[src/rtl/instr_fetch_unit.sv]
// Fetch stage: owns the PC, fetches over a ready handshake, and holds one instruction for issue.
// Define FETCH_ALIGN_CHECK_EN to trap misaligned branch targets into a sticky HALT state.
module instr_fetch_unit #(
    parameter logic [31:0] RESET_PC  = 32'h0000_0000,
    parameter logic [31:0] NOP_INSTR = 32'hE1A0_0000
) (
    input  logic        clk,
    input  logic        reset,
    input  logic        PCSrc,
    input  logic [31:0] Result,
    input  logic        stall,
    output logic        imem_req,
    output logic [31:0] imem_addr,
    input  logic        imem_ready,
    input  logic [31:0] imem_rdata,
    output logic [31:0] Instr,
    output logic        instr_valid,
    output logic [31:0] PC,
    output logic [31:0] PCPlus8,
    output logic        fetch_fault
);

    localparam logic [1:0] ST_FETCH = 2'd0;
    localparam logic [1:0] ST_ISSUE = 2'd1;
`ifdef FETCH_ALIGN_CHECK_EN
    localparam logic [1:0] ST_HALT  = 2'd2;
`endif

    logic [1:0]  r_state;
    logic [31:0] r_pc;
    logic [31:0] r_instr;

    logic [1:0]  w_state_nxt;
    logic [31:0] w_pc_nxt;
    logic [31:0] w_instr_nxt;
    logic [31:0] w_target;
    logic [31:0] w_pc_inc;

    // Masking with a full-width AND keeps every Result bit in use when no alignment check exists.
    assign w_target = Result & ~32'h0000_0003;
    assign w_pc_inc = r_pc + 32'd4;

`ifdef FETCH_ALIGN_CHECK_EN
    logic r_fault;
    logic w_fault_nxt;
    logic w_misaligned;

    assign w_misaligned = PCSrc && (Result[1:0] != 2'b00);
    assign fetch_fault  = r_fault;
`else
    assign fetch_fault  = 1'b0;
`endif

    always_comb begin
        // NOTE: every combinational output gets a default first so no path can infer a latch.
        w_state_nxt = r_state;
        w_pc_nxt    = r_pc;
        w_instr_nxt = r_instr;
`ifdef FETCH_ALIGN_CHECK_EN
        w_fault_nxt = r_fault;
`endif
        case (r_state)
            ST_FETCH: begin
                if (imem_ready) begin
                    w_instr_nxt = imem_rdata;
                    w_state_nxt = ST_ISSUE;
                end
            end
            ST_ISSUE: begin
                if (!stall) begin
                    w_instr_nxt = NOP_INSTR;
`ifdef FETCH_ALIGN_CHECK_EN
                    if (w_misaligned) begin
                        w_fault_nxt = 1'b1;
                        w_state_nxt = ST_HALT;
                    end else begin
                        w_pc_nxt    = PCSrc ? w_target : w_pc_inc;
                        w_state_nxt = ST_FETCH;
                    end
`else
                    w_pc_nxt    = PCSrc ? w_target : w_pc_inc;
                    w_state_nxt = ST_FETCH;
`endif
                end
            end
`ifdef FETCH_ALIGN_CHECK_EN
            ST_HALT: begin
                w_state_nxt = ST_HALT;
            end
`endif
            default: begin
                w_state_nxt = ST_FETCH;
            end
        endcase
    end

    always_ff @(posedge clk or negedge reset) begin
        if (!reset) begin
            r_state <= ST_FETCH;
            r_pc    <= RESET_PC;
            r_instr <= NOP_INSTR;
`ifdef FETCH_ALIGN_CHECK_EN
            r_fault <= 1'b0;
`endif
        end else begin
            // NOTE: non-blocking updates so every register sees the pre-edge values of the others.
            r_state <= w_state_nxt;
            r_pc    <= w_pc_nxt;
            r_instr <= w_instr_nxt;
`ifdef FETCH_ALIGN_CHECK_EN
            r_fault <= w_fault_nxt;
`endif
        end
    end

    assign imem_req    = (r_state == ST_FETCH);
    assign imem_addr   = r_pc;
    assign instr_valid = (r_state == ST_ISSUE);
    assign Instr       = r_instr;
    assign PC          = r_pc;
    assign PCPlus8     = r_pc + 32'd8;

endmodule

[config.mk]
export PLATFORM = sky130hd
export DESIGN_NAME = instr_fetch_unit
export DESIGN_NICKNAME = d
export VERILOG_FILES = /design/src/rtl/instr_fetch_unit.sv
export SDC_FILE = /design/constraint.sdc
export NUM_CORES = 1
export LEC_CHECK = 0
export CAP_MARGIN = 20
export CORE_MARGIN = 2
export CORE_UTILIZATION = 40
export DETAILED_ROUTE_END_ITERATION = 16
export PLACE_DENSITY = 0.8
export SYNTH_ARGS = -nofsm -noshare
export SYNTH_HDL_FRONTEND = slang
export SYNTH_SLANG_ARGS = --single-unit
[constraint.sdc]
create_clock -name clk -period 2.81 [get_ports clk]
set_input_delay 0.843 -clock clk [delete_from_list [all_inputs] [get_ports clk]]
set_output_delay 0.843 -clock clk [all_outputs]
set_load 0.01 [all_outputs]
==> results by group <==
Timing
  • Hold Fails Final Rpt: 0
  • RSZ-0062 raised after global routing: true
  • Clock period minus final worst setup slack: about 2.9 ns
  • Final period utilization: 101.5%
  • Worst Slack Setup Final: -0.04281 ns
  • Setup Skew: about 0.012 ns
  • Endpoints failing setup: 5
  • Least-Margin Pin Slew: ~0.53 ns
  • Final hold slack: roughly 0.46 ns
  • F_max: 350.5 MHz
  • Slew margin rel.: between 60 and 70%
  • Pins Over Slew Limit: 0

Finish
  • Ant. Diodes: 0
  • Fillers: slightly above 700
  • Area Overhead vs Synth: 72.15%
  • Fraction of layout cells with a size suffix above 1: between 20 and 30%
  • Most common cell after layout, fill and taps aside: clkdlybuf4s50_1
  • Most frequent cells in the layout: clkdlybuf4s50_1 (164), buf_4 (102), dfrtp_1 (57)
  • Final core utilization: between 70% and 80%
  • NumNets Final: approximately 760

Power and ir drop
  • Power density cells: between 600 and 700 nW/µm²
  • Share of power burned in registers: 28.2%
  • Lkg Pwr: around 3 nW
  • Clock power share: 19.4%
  • PnR Total Power: around 4.5 mW
  • Combinational share of power: a little over half
  • Sw power: roughly 1.6 mW
  • Switching Share: between 30% and 40%
  • Internal Pwr Total: 2.890 mW
  • IR drop worst, VDD: between 0.0003 and 0.0004 V

Route
  • Routed Antenna Nets: 0
  • DR DRC count: 0
  • DR iter-0 viols: around 250
  • DRT Pass-1 Iters: 5
  • Via count: between 4000 and 5000
  • Total wire length: between 10000 and 15000 µm
  • Vias per std cell: approximately 5.4
  • Per-cell routed wire length: roughly 17 µm

Run status
  • Status: finished, violations left
  • Violated checks: negative setup slack

Critical path
  • CP Class: reg2out
  • Worst path cell trace: nand4_1, or3_4, buf_6, nor2_4, xor2_1, buf_2
  • Required time worst endpoint: 1.97 ns
  • Critical path endpoint category: output pin
  • Arr. time, crit path: between 2 and 2.5 ns
  • Worst Path Max Fanout: 4
  • Largest stage delay, worst path: 0.48 ns
  • Startpoint types: flip-flop
  • CP max-delay cell: or3_4

Min path
  • Worst Hold Class: in2async

Synthesis
  • Mapped Area: a little under 4000 µm²
  • Yosys top cell area share: between 30% and 40%
  • Prevailing post-synth register cell: dfrtp_1
  • Register area share after synthesis: 40.15%
  • Synth Instances: between 400 and 500
  • Synth unique cells: ~50
  • Yosys top cell by area: dfrtp_1
  • Post-synth EDFFs: 0
  • Synth Warn #: 0
  • Synth Register Bits: between 60 and 70
  • Synth area leaders: dfrtp_1 (36%), buf_4 (7.8%), a22o_1 (6.2%)
  • Mean post-synth cell area: a little under 9 µm²
  • Async set or reset register ratio after synthesis: between 90% and 100%

Floorplan
  • Ports: 200
  • Die area: between 10000 and 15000 µm²
  • Rows: 36
  • Initial core utilization: about two fifths
  • Core Footprint: slightly below 10000 µm²
  • Die X-Extent: 103.3 µm
  • Die H: between 100 and 150 µm

Global route
  • Pin count of the biggest net entering global routing: between 50 and 60
  • Global route overflow: 0
  • Vias in the first global route: 4384
  • Global-route wire length before repair: between 20000 and 25000 µm
  • All-Layer GR Usage: roughly a quarter
  • Initial antenna violation count: 0

Placement
  • DPL Wire Length: around 10000 µm
  • IO buf count: between 150 and 200
  • Gpl congestion: 0.9002
  • Setup WS pre-CTS: -0.1042 ns

CTS
  • Root Driver: clkbuf_8
  • Clock sink total: 63
  • CTS Buf Count: 9
  • CTS tree: done
  • CTS H-tree depth: 3
  • Clk buf depth: 2
  • CTS clk-pin slew, worst paths: about 0.080 ns
  • Clk_lat worst skew: between 0.3 and 0.4 ns

Run
  • Max-cap viol count: 0
-- final timing paths --
check | from | endpoint | slack [ns] | cells past startpoint
setup / recovery | PC[13] | PCPlus8[30] | -0.04 | 6
max in group asynchronous | reset | PC[30] | 1.62 | 2
hold reg to reg | Instr[5] | Instr[5] | 0.50 | 1
min in group clk | Instr[5] | Instr[5] | 0.50 | 1
setup reg to reg | PC[3] | PC[31] | 0.56 | 8
hold / removal | reset | PC[24] | 0.46 | 1
-- flip-flops by register name (all words and copies together) (netlist names) --
signal,count
Instr,32
r_state,1
PC,30
-- kinds of logic after synthesis --
logic type      Yosys count  synth area share [%]
flops                    63                 40.15
buf+inv                  79                 11.74
fa+ha+maj                 2                0.6342
mux                       3                0.7612
simple gates            151                 20.11
compound gates          117                 20.52
xor+xnor                 27                 5.994
other cells               1               0.09506
-- metal layers --
| metal | wire length [µm] | global-route usage (%) | vias up | part of all wire [%] |
|---|---|---|---|---|
| met2 | 6913 | 43.71 | 265 | 48 |
| li1 | - | - | 2040 | - |
| met1 | 5729 | 32.69 | 2148 | 40 |
| met3 | 1380 | 6.855 | 28 | 9.6 |
| met5 | 0 | 0 | - | 0 |
| met4 | 277 | 9.109 | 0 | 1.9 |
-- through the flow --
stage | TNS, ns | instances | instance area [µm²]
after global routing | -0.8499 | 824 | 6792
after detailed placement | -0.3089 | 777 | 6215
after global placement | -0.1367 | 777 | 6215
after floorplan | 0 | 449 | 3974
after CTS | -0.3911 | 807 | 6571
final | -0.1234 | 824 | 6792
-- cell usage after synthesis, types with 3 or more instances --
cell type  number
a211oi_1        3
a21oi_1        24
a22o_1         28
a31o_2          3
and3_1          4
buf_2          10
buf_4          41
clkbuf_1       22
dfrtp_1        57
dfstp_2         6
inv_1           4
mux2i_1         3
nand2_1        39
nand2_2         3
nand3_1        21
nand4_1        18
nor2_1         25
nor2b_1         3
nor3_1         15
nor4_1          6
nor4_2          3
o21a_1          5
o21ai_0        25
o22a_1          6
o22ai_1         3
or3_1           5
xnor2_1        15
xor2_1         12
-- critical path, delay by kind of cell (launching register included) --
kind | cells | cell delay, ns
AND/OR/NAND/NOR | 3 | 0.83
XOR/XNOR | 1 | 0.14
buffers and inverters | 2 | 0.29
flip-flops | 1 | 0.41
-- power groups by stage --
| stage | registers (mW) | logic [mW] | clock network (mW) |
|---|---|---|---|
| 6_report | 1.27 | 2.36 | 0.873 |
| 3_5_place_dp | 1.28 | 2.21 | 0 |
| 4_1_cts | 1.26 | 2.25 | 0.888 |
| 5_1_grt | 1.29 | 2.52 | 0.916 |
| 3_3_place_gp | 1.27 | 2.17 | 0 |
| 2_1_floorplan | 1.39 | 0.899 | 0 |
-- repair_timing --
item | in CTS | in global routing
endpoints found under the setup margin | 23 | 24
pin swaps | 14 | 20
resized for setup | 74 | 45
setup buffers | 14 | 17
hold buffers | 0 | 0
-- layout make-up --
cell class	instances	area [µm²]	share of cell area, %
multi-input cells	307	2123	31.26
well taps	133	166.4	2.450
flip-flops and latches	63	1584	23.32
repair buffers	301	2689	39.59
inverters	4	15.01	0.2211
clock inverters	6	86.33	1.271
clock buffers	10	127.6	1.879
Power figures use the tool's default switching activity.
